$ cat config.mk
export PLATFORM = sky130hd
export DESIGN_NAME = noise_test_sequencer
export DESIGN_NICKNAME = d
export VERILOG_FILES = /design/src/rtl/noise_test_sequencer.sv
export SDC_FILE = /design/constraint.sdc
export NUM_CORES = 1
export LEC_CHECK = 0
export ABC_AREA = 1
export BUFFER_PORTS_ARGS = -buffer_cell sky130_fd_sc_hd__buf_2
export CAP_MARGIN = 10
export CORE_AREA = 8 8 107 109
export DETAILED_ROUTE_END_ITERATION = 12
export DIE_AREA = 0 0 115 117
export PLACE_DENSITY = 0.56
export SETUP_SLACK_MARGIN = 0.2
export SLEW_MARGIN = 20
export SYNTH_ARGS = -nofsm -noshare
export SYNTH_HDL_FRONTEND = slang
export SYNTH_SLANG_ARGS = --single-unit
$ cat constraint.sdc
create_clock -name clk -period 3.02 [get_ports clk]
set_input_delay 0.302 -clock clk [delete_from_list [all_inputs] [get_ports clk]]
set_output_delay 0.302 -clock clk [all_outputs]
set_load 0.005 [all_outputs]
$ cat src/rtl/noise_test_sequencer.sv
// Sequences one noise-measurement window on the error counter:
// clear, count for a programmed window, then sample and judge.
module noise_test_sequencer #(
  parameter int CNT_W = 10,
  parameter int WIN_W = 16
) (
  input  logic             clk,
  input  logic             reset,
  input  logic             start,
  input  logic             abort,
  input  logic [WIN_W-1:0] window_len,
  input  logic [CNT_W-1:0] err_thresh,
  input  logic [CNT_W-1:0] err_count,
  output logic             cnt_reset,
  output logic             cnt_enable,
  output logic             busy,
  output logic             done,
  output logic             aborted,
  output logic [CNT_W-1:0] result,
  output logic             pass,
  output logic             overflow
);

  typedef enum logic [1:0] {
    IDLE,
    CLEAR,
    RUN,
    SAMPLE
  } state_t;

  state_t           state;
  state_t           state_nx;
  logic [WIN_W-1:0] win_q;
  logic [WIN_W-1:0] win_cnt;
  logic [CNT_W-1:0] thr_q;
  logic [CNT_W-1:0] prev;
  logic             wrap;
  logic             wrap_now;
  logic             win_last;

  // The counter only steps by one, so any drop means it wrapped.
  assign wrap_now = wrap | (err_count < prev);
  assign win_last = (win_cnt == WIN_W'(1));

  always_comb begin
    state_nx   = state;
    cnt_reset  = 1'b0;
    cnt_enable = 1'b0;
    busy       = 1'b0;
    unique case (state)
      IDLE: begin
        if (start) state_nx = CLEAR;
      end
      CLEAR: begin
        busy      = 1'b1;
        cnt_reset = 1'b1;
        state_nx  = abort ? IDLE : RUN;
      end
      RUN: begin
        busy       = 1'b1;
        cnt_enable = 1'b1;
        if (abort)         state_nx = IDLE;
        else if (win_last) state_nx = SAMPLE;
      end
      SAMPLE: begin
        busy     = 1'b1;
        state_nx = IDLE;
      end
      default: state_nx = IDLE;
    endcase
  end

  always_ff @(posedge clk or posedge reset) begin
    if (reset) state <= IDLE;
    else       state <= state_nx;
  end

  always_ff @(posedge clk or posedge reset) begin
    if (reset) begin
      win_q    <= '0;
      win_cnt  <= '0;
      thr_q    <= '0;
      prev     <= '0;
      wrap     <= 1'b0;
      done     <= 1'b0;
      aborted  <= 1'b0;
      result   <= '0;
      pass     <= 1'b0;
      overflow <= 1'b0;
    end else begin
      done    <= 1'b0;
      aborted <= (state != IDLE) && abort;
      unique case (state)
        IDLE: begin
          if (start) begin
            win_q <= (window_len == '0) ? WIN_W'(1) : window_len;
            thr_q <= err_thresh;
            wrap  <= 1'b0;
          end
        end
        CLEAR: begin
          prev    <= '0;
          win_cnt <= win_q;
        end
        RUN: begin
          prev    <= err_count;
          wrap    <= wrap_now;
          win_cnt <= win_cnt - WIN_W'(1);
        end
        SAMPLE: begin
          prev <= err_count;
          wrap <= wrap_now;
          if (!abort) begin
            done <= 1'b1;
            if (wrap_now) begin
              result   <= '1;
              overflow <= 1'b1;
              pass     <= 1'b0;
            end else begin
              result   <= err_count;
              overflow <= 1'b0;
              pass     <= (err_count <= thr_q);
            end
          end
        end
        default: ;
      endcase
    end
  end

endmodule

==> summary by stage <==
Final layout
The net count of the finished layout is 617. The number of antenna cells inserted is 0. Cells fill 44.7% of the core in the end. The fraction of final layout cells sized beyond drive strength 1 is 16.1%. Excluding fillers, the count of instances in the completed layout stands at 689. From synthesis to final layout, the design area changed by 15.3%. After routing the design area is 4420 µm².

Yosys
The prevailing post-synth register cell is sky130_fd_sc_hd__dfrtp_1. Sorting the synthesized cells by area gives the leading types as sky130_fd_sc_hd__dfrtp_1 45%, sky130_fd_sc_hd__nand2_1 13%, sky130_fd_sc_hd__ha_1 8.5%. The synthesized netlist occupies a cell area of 3840 µm². The share of synthesized area in the top cell type comes to 45.0%.

The async set or reset register ratio after synthesis is 100%. Of all cell types, the one taking the most synthesized area is sky130_fd_sc_hd__dfrtp_1. Summing the sequential cell areas from Yosys gives 45.0% of the chip area. The total nets after synthesis is 562. A synthesized cell averages 7.74 µm². The commonest cells after synthesis are 133 x sky130_fd_sc_hd__nand2_1, 81 x sky130_fd_sc_hd__inv_1, 69 x sky130_fd_sc_hd__dfrtp_1. For this run, the number of Yosys warnings is 0.

The flop and latch count out of synthesis is 69. Counting distinct cell types in the post-synthesis netlist gives 30. The number of flops mapped to enable cells by yosys is 0. The number of cells produced by synthesis is 496.

Among all cell types in the netlist, the one instantiated most often is sky130_fd_sc_hd__nand2_1.

Floorplan
During I/O placement, the number of pins put on the boundary was 57. The die is 115 µm wide. Once the floorplan was initialized, standard cells occupied 38.7% of the core. The placeable core area is 9910 µm². The die covers 13500 µm². The die height is 117 µm.

The cell row count is 37.

Clock tree
The count of cells resized by post-cts repair is 0. TritonCTS built the clock tree. The clock tree synthesis step divided the H-tree into 3 levels. The number of buffers inserted by post-CTS setup repair is 0. The register clock-pin slew on the reported worst setup and hold paths is 0.07 ns. Counting the buffers created by CTS gives 9. The clock net in this run drives a total of 69 sinks. The maximum number of buffers from clock root to sink is 2. Clock latency on the worst-skew pair, taken at its later pin, is 0.35 ns. The number of buffers inserted for hold repair after clock tree synthesis is 0. The master cell of the clock root buffer is sky130_fd_sc_hd__clkbuf_8.

Pwr
The internal power of the cells totals 2.51 mW. Net switching is 42.6% of the power. In this run, the combinational gates consume 45.8% of the power. The analysis attributes to cell leakage a power of 2.34 nW. Summing internal, switching and leakage power gives 4.37 mW. The total power divided by cell area is 988 nW/µm². IR analysis of the VDD net gives a maximum drop of 0.346 mV. In this run the power spent charging and discharging nets is 1.86 mW.

Registers are responsible for 37.1% of the overall power. Of the total power, the clock network draws 17.1%.

Routing
The antenna violation net count after detailed routing is 0. For this run, the detailed router's first-pass iteration total came to 4. The DRC marker count from the first detailed-route iteration is 195.

The routed layout has 3248 vias. In the final routed layout, each cell accounts on average for 13.3 µm. The wire length reported by the detailed router is 9150 µm.

The mean number of vias per cell is 4.71. The post-detailed-route DRC marker count is 0.

Place
In this run the tool buffered the top-level ports with 56 buffer cells. The post-DP HPWL is 6770 µm. The total placed cells including tap cells is 676.

The placed cell area is 4240 µm². The worst-case setup slack after placement is 0.875 ns. The global placer's final weighted congestion is 0.797.

GRT
The all-layer global routing usage is 14.9%. Entering global routing, the biggest net connects 43 pins. The number of antenna violations at the first check in global routing is 0.

The number of global-route vias before repair is 3292. The global-route wire length before repair is 15800 µm. Summed over all layers, the global routing overflow is 0.

STA
The worst-case clock skew is 0.0116 ns. The share of the clock period used by the worst path after layout is 72.2%. The number of max-slew violations in the final report is 0. The worst setup margin is 0.839 ns.

In this run the tightest slew margin relative to its limit is 41.1%. Based on the critical path, the design can be clocked at up to 459 MHz. Hold is met by 0.146 ns.

Setup repair after global routing left no endpoint under its margin. The pin slew with the least headroom to its limit is 0.882 ns. The total count of hold-check failures in the final report is 0. The sum of negative setup slack is 0 ns.

After layout, the minimum clock period comes to 2.18 ns. The setup violation total in the final timing report is 0.

Setup path
The timing startpoint of the critical path is state[1]$_DFFE_PP0P_. The element type at the critical path start is a flip-flop. The worst reg-to-reg path cell count is 6. The kind of end point of the critical path is a flip-flop. The register-to-register setup slack is 0.84 ns. The startpoint-to-endpoint class of the critical path is flip-flop to flip-flop.

Data on the critical path arrives at its endpoint at 2.45 ns. The endpoint identified for the worst register-to-register timing path is win_cnt[1]$_DFFE_PP0P_. The critical path ends at win_cnt[1]$_DFFE_PP0P_. The startpoint of the worst-slack reg-to-reg timing path is state[1]$_DFFE_PP0P_. The required time at the worst-slack endpoint is 3.29 ns. The maximum fanout encountered on the critical timing path is 18.

Min path
The path category of the worst min-delay check is input port to asynchronous set/reset pin.

Flow run
The count of max-cap constraint violations is 0.

Run status
The run finished with clean final reports.
## cell type report
type,count,area [µm²]
Inverter,83,312
Multi-Input combinational cell,328,1720
Timing Repair Buffer,60,310
Clock inverter,2,35.0
Fill cell,1055,5480
Sequential cell,69,1730
Clock buffer,11,151
Tap cell,136,170
## routing by layer
metal,GRT usage [%],share of wire (%)
met1,19.1,48
met2,23.1,46
met3,4.36,5.9
met4,6.04,1.0
met5,0,0
## registers in the layout (all words and copies together), names as in the netlist, 2 cells and up
signal / flops
prev: 10
win_cnt: 16
state: 2
win_q: 16
result: 10
thr_q: 10
## power groups by stage
stage / clock network (mW) / registers (mW) / logic (mW)
after floorplan: 0 / 1.58 / 1.53
after global placement: 0 / 1.63 / 1.97
after detailed placement: 0 / 1.64 / 2.01
after CTS: 0.772 / 1.63 / 2.03
after global routing: 0.818 / 1.69 / 2.35
final: 0.747 / 1.62 / 2.00
## layout by cell type, fill, tap and decap left out, types with 5 or more instances in the layout
| master | Yosys | routed |
|---|---|---|
| sky130_fd_sc_hd__clkbuf_8 | 0 | 11 |
| sky130_fd_sc_hd__dfrtp_1 | 69 | 69 |
| sky130_fd_sc_hd__nand4_1 | 7 | 7 |
| sky130_fd_sc_hd__buf_2 | 6 | 56 |
| sky130_fd_sc_hd__nor2_1 | 38 | 38 |
| sky130_fd_sc_hd__o22ai_1 | 13 | 13 |
| sky130_fd_sc_hd__nand2_1 | 133 | 133 |
| sky130_fd_sc_hd__nand3_1 | 26 | 26 |
| sky130_fd_sc_hd__nor2_2 | 5 | 5 |
| sky130_fd_sc_hd__inv_1 | 81 | 80 |
| sky130_fd_sc_hd__ha_1 | 26 | 26 |
| sky130_fd_sc_hd__o21ai_1 | 6 | 6 |
| sky130_fd_sc_hd__o21ai_0 | 38 | 38 |
| sky130_fd_sc_hd__a21oi_1 | 15 | 15 |
## worst max-delay path, cell delays in order, from the launching register on
cell	delay [ns]
sky130_fd_sc_hd__dfrtp_1	0.40
sky130_fd_sc_hd__inv_1	0.10
sky130_fd_sc_hd__ha_1	0.57
sky130_fd_sc_hd__clkinv_1	0.56
sky130_fd_sc_hd__a21oi_1	0.28
sky130_fd_sc_hd__o21ai_0	0.10
sky130_fd_sc_hd__o21ai_0	0.08
## worst min-delay path by stage
stage                                from                endpoint  slack [ns]
floorplan                           abort       aborted$_DFF_PP0_        0.40
global placement    result[2]$_DFFE_PP0P_   result[2]$_DFFE_PP0P_        0.46
detailed placement  result[2]$_DFFE_PP0P_   result[2]$_DFFE_PP0P_        0.46
CTS                         err_thresh[0]    thr_q[0]$_DFFE_PP0P_        0.14
global route                err_thresh[1]    thr_q[1]$_DFFE_PP0P_        0.16
finish                              reset  win_cnt[1]$_DFFE_PP0P_        0.15
## cells by family (layout without fill, tap and decap cells)
group / Yosys count / in the layout / synth area share [%]
simple gates: 220 / 220 / 24.4
buf+inv: 99 / 156 / 10.2
compound gates: 78 / 78 / 11.0
flops: 69 / 69 / 45.0
fa+ha+maj: 26 / 26 / 8.48
xor+xnor: 4 / 4 / 0.913
No activity file was read; power rests on OpenSTA's default activity.
